==> src/rtl/dec_fsm_pkg.sv <==
// rtl/dec_fsm_pkg.sv - shared state encoding and phase counts for the AES-128 inverse cipher control FSM
package dec_fsm_pkg;

    typedef enum logic [2:0] {
        IDLE,
        KEY_PREP,
        INIT_ROUND,
        MID_ROUND,
        LAST_ROUND,
        DONE
    } dec_state_e;

    localparam int MID_PHASES  = 3;
    localparam int LAST_PHASES = 2;
    localparam int PHASE_W     = 2;

endpackage

==> src/rtl/decryption_fsm.sv <==
// rtl/decryption_fsm.sv - AES-128 inverse cipher control FSM: fills the round-key store, then steps the datapath
// Optional feature macro: DEC_KEY_REUSE_EN (skip key preparation when the stored keys are still valid)
module decryption_fsm
    import dec_fsm_pkg::*;
#(
    parameter int NR        = 10,
    parameter int KEY_IDX_W = 4
) (
    input  logic                 clk,
    input  logic                 reset,
    input  logic                 start,
    input  logic                 new_key,
    input  logic                 key_exp_valid,
    output logic                 key_exp_req,
    output logic                 key_we,
    output logic [KEY_IDX_W-1:0] key_wr_idx,
    output logic                 key_rd,
    output logic [KEY_IDX_W-1:0] key_rd_idx,
    output logic                 mux_sel,
    output logic                 state_en,
    output logic                 mix_bypass,
    output logic                 busy,
    output logic                 done
);

    dec_state_e           state, state_n;
    logic [KEY_IDX_W-1:0] round, round_n;
    logic [PHASE_W-1:0]   phase, phase_n;
    logic [KEY_IDX_W-1:0] prep_cnt, prep_cnt_n;
    logic                 key_valid, key_valid_n;

`ifndef DEC_KEY_REUSE_EN
    logic unused_new_key;
    assign unused_new_key = new_key;
`endif

    always_ff @(posedge clk) begin
        if (reset) begin
            state     <= IDLE;
            round     <= KEY_IDX_W'(NR);
            phase     <= '0;
            prep_cnt  <= KEY_IDX_W'(1);
            key_valid <= 1'b0;
        end else begin
            state     <= state_n;
            round     <= round_n;
            phase     <= phase_n;
            prep_cnt  <= prep_cnt_n;
            key_valid <= key_valid_n;
        end
    end

    always_comb begin
        state_n     = state;
        round_n     = round;
        phase_n     = phase;
        prep_cnt_n  = prep_cnt;
        key_valid_n = key_valid;
        key_exp_req = 1'b0;
        key_we      = 1'b0;
        key_wr_idx  = '0;
        key_rd      = 1'b0;
        key_rd_idx  = '0;
        mux_sel     = 1'b0;
        state_en    = 1'b0;
        mix_bypass  = 1'b0;
        done        = 1'b0;

        case (state)
            IDLE: begin
                if (start) begin
`ifdef DEC_KEY_REUSE_EN
                    if (key_valid && !new_key) state_n = INIT_ROUND;
                    else                       state_n = KEY_PREP;
`else
                    state_n = KEY_PREP;
`endif
                end
            end
            KEY_PREP: begin
                // Expander only runs forward, so keys 1..NR land in the store before any round starts
                key_exp_req = 1'b1;
                if (key_exp_valid) begin
                    key_we     = 1'b1;
                    key_wr_idx = prep_cnt;
                    if (prep_cnt == KEY_IDX_W'(NR)) begin
                        state_n     = INIT_ROUND;
                        key_valid_n = 1'b1;
                        prep_cnt_n  = KEY_IDX_W'(1);
                    end else begin
                        prep_cnt_n = prep_cnt + KEY_IDX_W'(1);
                    end
                end
            end
            INIT_ROUND: begin
                key_rd     = 1'b1;
                key_rd_idx = KEY_IDX_W'(NR);
                state_en   = 1'b1;
                state_n    = MID_ROUND;
                round_n    = KEY_IDX_W'(NR - 1);
                phase_n    = PHASE_W'(MID_PHASES - 1);
            end
            MID_ROUND: begin
                mux_sel    = 1'b1;
                key_rd_idx = round;
                key_rd     = (phase == PHASE_W'(1));
                state_en   = (phase == '0);
                if (phase == '0) begin
                    if (round == KEY_IDX_W'(1)) begin
                        state_n = LAST_ROUND;
                        round_n = '0;
                        phase_n = PHASE_W'(LAST_PHASES - 1);
                    end else begin
                        round_n = round - KEY_IDX_W'(1);
                        phase_n = PHASE_W'(MID_PHASES - 1);
                    end
                end else begin
                    phase_n = phase - PHASE_W'(1);
                end
            end
            LAST_ROUND: begin
                mux_sel    = 1'b1;
                mix_bypass = 1'b1;
                key_rd     = (phase == PHASE_W'(1));
                if (phase == '0) begin
                    state_en = 1'b1;
                    state_n  = DONE;
                end else begin
                    phase_n = phase - PHASE_W'(1);
                end
            end
            DONE: begin
                done    = 1'b1;
                state_n = IDLE;
            end
            default: state_n = IDLE;
        endcase
    end

    assign busy = (state != IDLE);

endmodule

==> config.mk <==
export PLATFORM = sky130hd
export DESIGN_NAME = decryption_fsm
export DESIGN_NICKNAME = d
export VERILOG_FILES = /design/src/rtl/dec_fsm_pkg.sv /design/src/rtl/decryption_fsm.sv
export SDC_FILE = /design/constraint.sdc
export NUM_CORES = 1
export LEC_CHECK = 0
export ABC_AREA = 1
export CAP_MARGIN = 10
export CORE_MARGIN = 2
export CORE_UTILIZATION = 36
export CTS_CLUSTER_SIZE = 14
export DETAILED_ROUTE_END_ITERATION = 10
export SLEW_MARGIN = 5
export SYNTH_ARGS = -nofsm -noshare
export SYNTH_HDL_FRONTEND = slang
export SYNTH_SLANG_ARGS = --single-unit
export TNS_END_PERCENT = 30
==> constraint.sdc <==
create_clock -name clk -period 1.32 [get_ports clk]
set_clock_uncertainty 0.05 [all_clocks]
set_input_delay 0.264 -clock clk [delete_from_list [all_inputs] [get_ports clk]]
set_output_delay 0.264 -clock clk [all_outputs]
set_load 0.03 [all_outputs]
# Word level (Yosys, flattened, before mapping)
# Cells that the tools add are included.
# W data, S select, Z words.
[word_totals] ff_bits=13 in_bits=5 output_inout_bits=16 word_cells=59
[op_classes] n_addsub=3 n_eq_ne=15 mux=27 reduce_logical=10
[ops] operator="$mux W4" count=5
[ops] operator="$mux W3" count=6
[ops] operator="$pmux W4 S2" count=2
[ops] operator="$pmux W3 S5" count=1
[ops] operator="$ne A2 B2 Y1 const B" count=7
[ops] operator="$mux W1" count=7
[ops] operator="$eq A3 B2 Y1 const B" count=2
[ops] operator="$eq A3 B3 Y1 const B" count=2
[ops] operator="$mux W2" count=3
[ops] operator="$pmux W2 S3" count=1
[ops] operator="$reduce_and A2 Y1" count=3
[ops] operator="$reduce_and A6 Y1" count=1
[ops] operator="$reduce_bool A3 Y1" count=2
[ops] operator="$add A4 B1 Y4 const B" count=1
[ops] operator="$eq A4 B1 Y1 const B" count=1
[ops] operator="$eq A4 B4 Y1 const B" count=1
[ops] operator="$sub A4 B1 Y4 const B" count=1
[ops] operator="$eq A3 B1 Y1 const B" count=1
[ops] operator="$logic_not A3 Y1" count=1
[ops] operator="$pmux W1 S3" count=1
[ops] operator="$eq A2 B1 Y1 const B" count=1
[ops] operator="$logic_not A2 Y1" count=1
[ops] operator="$pmux W1 S2" count=1
[ops] operator="$reduce_bool A2 Y1" count=1
[ops] operator="other kinds (2)" count=2

# Depth between registers and ports, before layout
[depth] depth_word=4 depth_mapped=9 depth_no_buf=9

# Least setup slack after synthesis
# OpenSTA, ideal clock, no wires.
[synth_timing] path_type="register -> output" startpoint="register state[2]" endpoint="output key_wr_idx[3]" arrival_ns=1.310 required_time_ns=1.006 setup_slack_ns=-0.304 stages_incl_launch_ff=6 n_path_buf=0 cell_sequence="dfxtp_1 inv_2 nand3_2 inv_2 nand2_1 nor2_1"
[synth_between] elab_chain_cells=2
[synth_lines] element="start, declared" line="decryption_fsm.sv:26" source="dec_state_e state, state_n;"
[synth_lines] element="start signal, assigned" line="decryption_fsm.sv:45" source="state <= state_n;"
[synth_lines] element="$eq A3 B1 Y1" line="decryption_fsm.sv:69" source="case (state)"
[synth_lines] element="$mux W4" line="decryption_fsm.sv:69"
[synth_lines] element="end, declared" line="decryption_fsm.sv:16" source="output logic [KEY_IDX_W-1:0] key_wr_idx,"
# No other way between the ends.

# Worst setup path in the final report
[layout_timing] startpoint="register state[1]" endpoint="output key_rd"
[layout_between] elab_chain_cells=3 word_cells_on_any_way=5 cone_classes="eq/ne: 3; mux: 1; reduce/logical: 1"
[layout_lines] element="$eq A3 B3 Y1 or $eq A3 B2 Y1 (tied branches)" line="decryption_fsm.sv:69"
[layout_lines] element="$reduce_or A2 Y1 (no source line)"
[layout_lines] element="$pmux W1 S2 *" line="decryption_fsm.sv:69"
[layout_lines] element="end, declared" line="decryption_fsm.sv:17" source="output logic key_rd,"
# Every way passes the cells marked *; elsewhere a longest branch is shown, timed or not.

==> flow_metrics.py <==
metrics = {
    "route": {
        "via_count": 1076,
        "via_per_inst": 4.80,
        "dr.first_iter.drc_count": 11,
        "wl_per_cell_um": 11.4,
        "postRouteAntennaNets": 0,
        "wirelength_mm": 2.55,
        "drc": 0,
        "first_pass_iters": 4,
    },
    "critical_path": {
        "worstPathArrival_ns": 1.32,
        "start_kind": "register",
        "critPathRequiredTime_ns": 1.01,
        "path_max_fanout": 6,
        "crit_buf_inv": 3,
        "path_cells": "nand2_4 -> nor2_4 -> inv_4 -> nand2_4 -> a21oi_2 -> inv_1 -> buf_6",
        "max_stage_delay_ns": 0.43,
        "path_delay_family": "flip-flops",
        "worstSetupPathType": "reg -> out",
        "crit_top_cell": "nand2_4",
        "cpMaxStageDelayCell": "dfxtp_4",
        "endpoint_kind": "primary output",
    },
    "flow_run": {
        "drv_cap": 0,
    },
    "synthesis": {
        "synth-edff-count": 0,
        "synth_area_sq_um": 917,
        "synthXorXnorAreaFrac_pct": 0.955,
        "synth_flop_cell": "dfxtp_1",
        "synthAdderAreaFrac_pct": 6.82,
        "synthMuxAreaShare_pct": 0,
        "async_flop_share_pct": 0,
        "synth_nets": 153,
        "synth_compound_area_share_pct": 16.5,
        "synth_seq_cells": 13,
        "synth_top_family_by_area": "simple AND/OR/NAND/NOR gates",
        "yosysWarnings": 0,
        "syn_inst": 143,
        "ys_types": 23,
        "synth-simple-area-share_pct": 35.9,
        "synth_area_per_cell_sq_um": 6.41,
        "ys_seq_area_share_pct": 28.4,
    },
    "power": {
        "power_density_nw_per_um2": 2160,
        "cell_internal_pwr_w": 0.00165,
        "clkPwrFrac_pct": 8.2,
        "power_frac_seq_pct": 22.2,
        "power_leakage_nw": 0.758,
        "p_comb_share_pct": 69.7,
        "p_sw_share_pct": 49.3,
        "max-vdd-ir-drop_mv": 1.63,
        "p_sw_w": 0.00160,
    },
    "placement": {
        "place_area_sq_um": 1320,
        "dp_hpwl_mm": 1.91,
        "gp_congestion": 0.749,
        "io_buffers": 19,
        "post-place-ws_ns": -0.258,
    },
    "sta": {
        "slew_headroom_pct": 83.3,
        "min_period_ns": 1.63,
        "rsz0062_at_grt": "yes",
        "setup_tns_ns": -4.92,
        "max_slew.worst_pin.slew_ns": 0.249,
        "setup_violations": 26,
        "fmax_mhz": 613,
        "hold_ws_ns": 0.472,
        "slew_violations": 0,
        "period_share_pct": 123,
        "finalWorstSetupSlack_ns": -0.310,
        "finalHoldViolCount": 0,
    },
    "run_status": {
        "violations": "negative setup slack",
        "status": "complete, but fails checks",
    },
    "cts": {
        "cts.hold.buffers_added": 0,
        "cts_root_buf": "clkbuf_4",
        "clk_latency_ns": 0.28,
        "clk_pin_slew_ns": 0.10,
        "clockBufferDepth": 2,
        "cts_buffers": 3,
        "clkSinkCount": 13,
        "h-tree-depth": 1,
        "cts_tree": "yes",
    },
    "grt": {
        "antenna_found_initial": 0,
        "groute.usage.overall_pct": 19.0,
        "first_global_vias": 1052,
        "grt_overflow": 0,
        "grt_max_degree": 8,
        "grt_pass1_wl_mm": 4.15,
    },
    "floorplan": {
        "die_w_um": 54.5,
        "num_rows": 18,
        "die_h_um": 54.5,
        "dieArea_sq_um": 2970,
        "start_util_pct": 37.4,
        "io_pins": 21,
        "coreArea_sq_um": 2450,
    },
    "min_path": {
        "hold_class": "reg -> reg",
    },
    "final_layout": {
        "fin_nets": 205,
        "syn_to_final_growth_pct": 64.0,
        "regArea_sq_um": 274,
        "fill_cells": 218,
        "stdcell_area_sq_um": 1500,
        "drive_above_1_share_pct": 45.4,
        "n_antenna_cell": 0,
        "multi_input_area_sq_um": 637,
    },
}
## layer usage
layer / part of all wire, % / up-vias / GRT usage (%)
met1: 43 / 489 / 21.7
met5: 0 / - / 0
met2: 51 / 19 / 33.9
met3: 3.2 / 8 / 3.01
li1: - / 560 / -
met4: 2.6 / 0 / 9.58
## cell usage after synthesis (all sizes together), types with 2 or more instances
library cell,instances,area [sq um]
nand2,34,143
nor2,23,109
o21ai,8,51.3
dfxtp,13,260
inv,28,105
nand4,2,12.5
nand3,7,40.0
a21oi,16,83.8
nor3,4,25.0
ha,5,62.6
## layout make-up
type	instances	share of cell area [%]
Sequential cell	13	18.2
Timing Repair Buffer	47	26.9
Clock buffer	4	1.75
Tap cell	30	2.50
Inverter	28	8.32
Multi-Input combinational cell	102	42.3
## power groups by stage
stage | Combinational [W] | Sequential [W] | Clock, W
floorplan | 0.00121 | 0.000652 | 0
global placement | 0.00193 | 0.000668 | 0
detailed placement | 0.00196 | 0.000674 | 0
CTS | 0.00212 | 0.000701 | 0.000272
global route | 0.00248 | 0.000734 | 0.000292
finish | 0.00226 | 0.000719 | 0.000265
## sequential cells by signal, summed over array words and instances, names as in the netlist
| signal | count |
|---|---|
| prep_cnt | 4 |
| state | 3 |
| round | 4 |
| phase | 2 |
## cells in the final DEF (no fill, tap or decap), types with 5 or more instances in the layout
| master | netlist | final |
|---|---|---|
| a21oi_1 | 15 | 13 |
| buf_4 | 0 | 32 |
| buf_6 | 0 | 12 |
| dfxtp_1 | 13 | 8 |
| inv_1 | 23 | 18 |
| nand2_1 | 30 | 26 |
| nand2_4 | 1 | 5 |
| nand3_1 | 6 | 6 |
| nor2_1 | 18 | 17 |
| nor2_4 | 2 | 5 |
## worst paths after layout
check	endpoint	depth (start not counted)	from	slack, ns
min	prep_cnt[3]	3	prep_cnt[3]	0.47
max	key_rd	7	state[1]	-0.31
max reg2reg	state[1]	11	state[0]	-0.21
min reg2reg	prep_cnt[3]	3	prep_cnt[3]	0.47
## worst min-delay path, delay by kind of cell, from the launching register on
| kind | cells | cell delay [ns] |
|---|---|---|
| simple gates | 3 | 0.15 |
| flops | 1 | 0.34 |
## metrics by stage
step / cells / util (%) / power (W)
after floorplan: 143 / - / 0.00187
after global placement: 216 / 53.7 / 0.00260
after detailed placement: 216 / 53.7 / 0.00264
after CTS: 221 / 58.0 / 0.00309
after global routing: 224 / 61.3 / 0.00351
final: 224 / 61.3 / 0.00325
## cell families after synthesis
| logic type | count (synthesis) |
|---|---|
| buffers and inverters | 28 |
| and+or+nand+nor | 70 |
| AOI/OAI and AO/OA | 26 |
| DFF | 13 |
| adders and majority gates | 5 |
| xor gates and xnor gates | 1 |
## timing repair
item                       4_1_cts  5_1_grt
gates resized for setup         23       19
pin swaps                        7        7
setup endpoints to repair       24       27
setup buffers                    1        3
No activity file was read; power rests on OpenSTA's default activity.
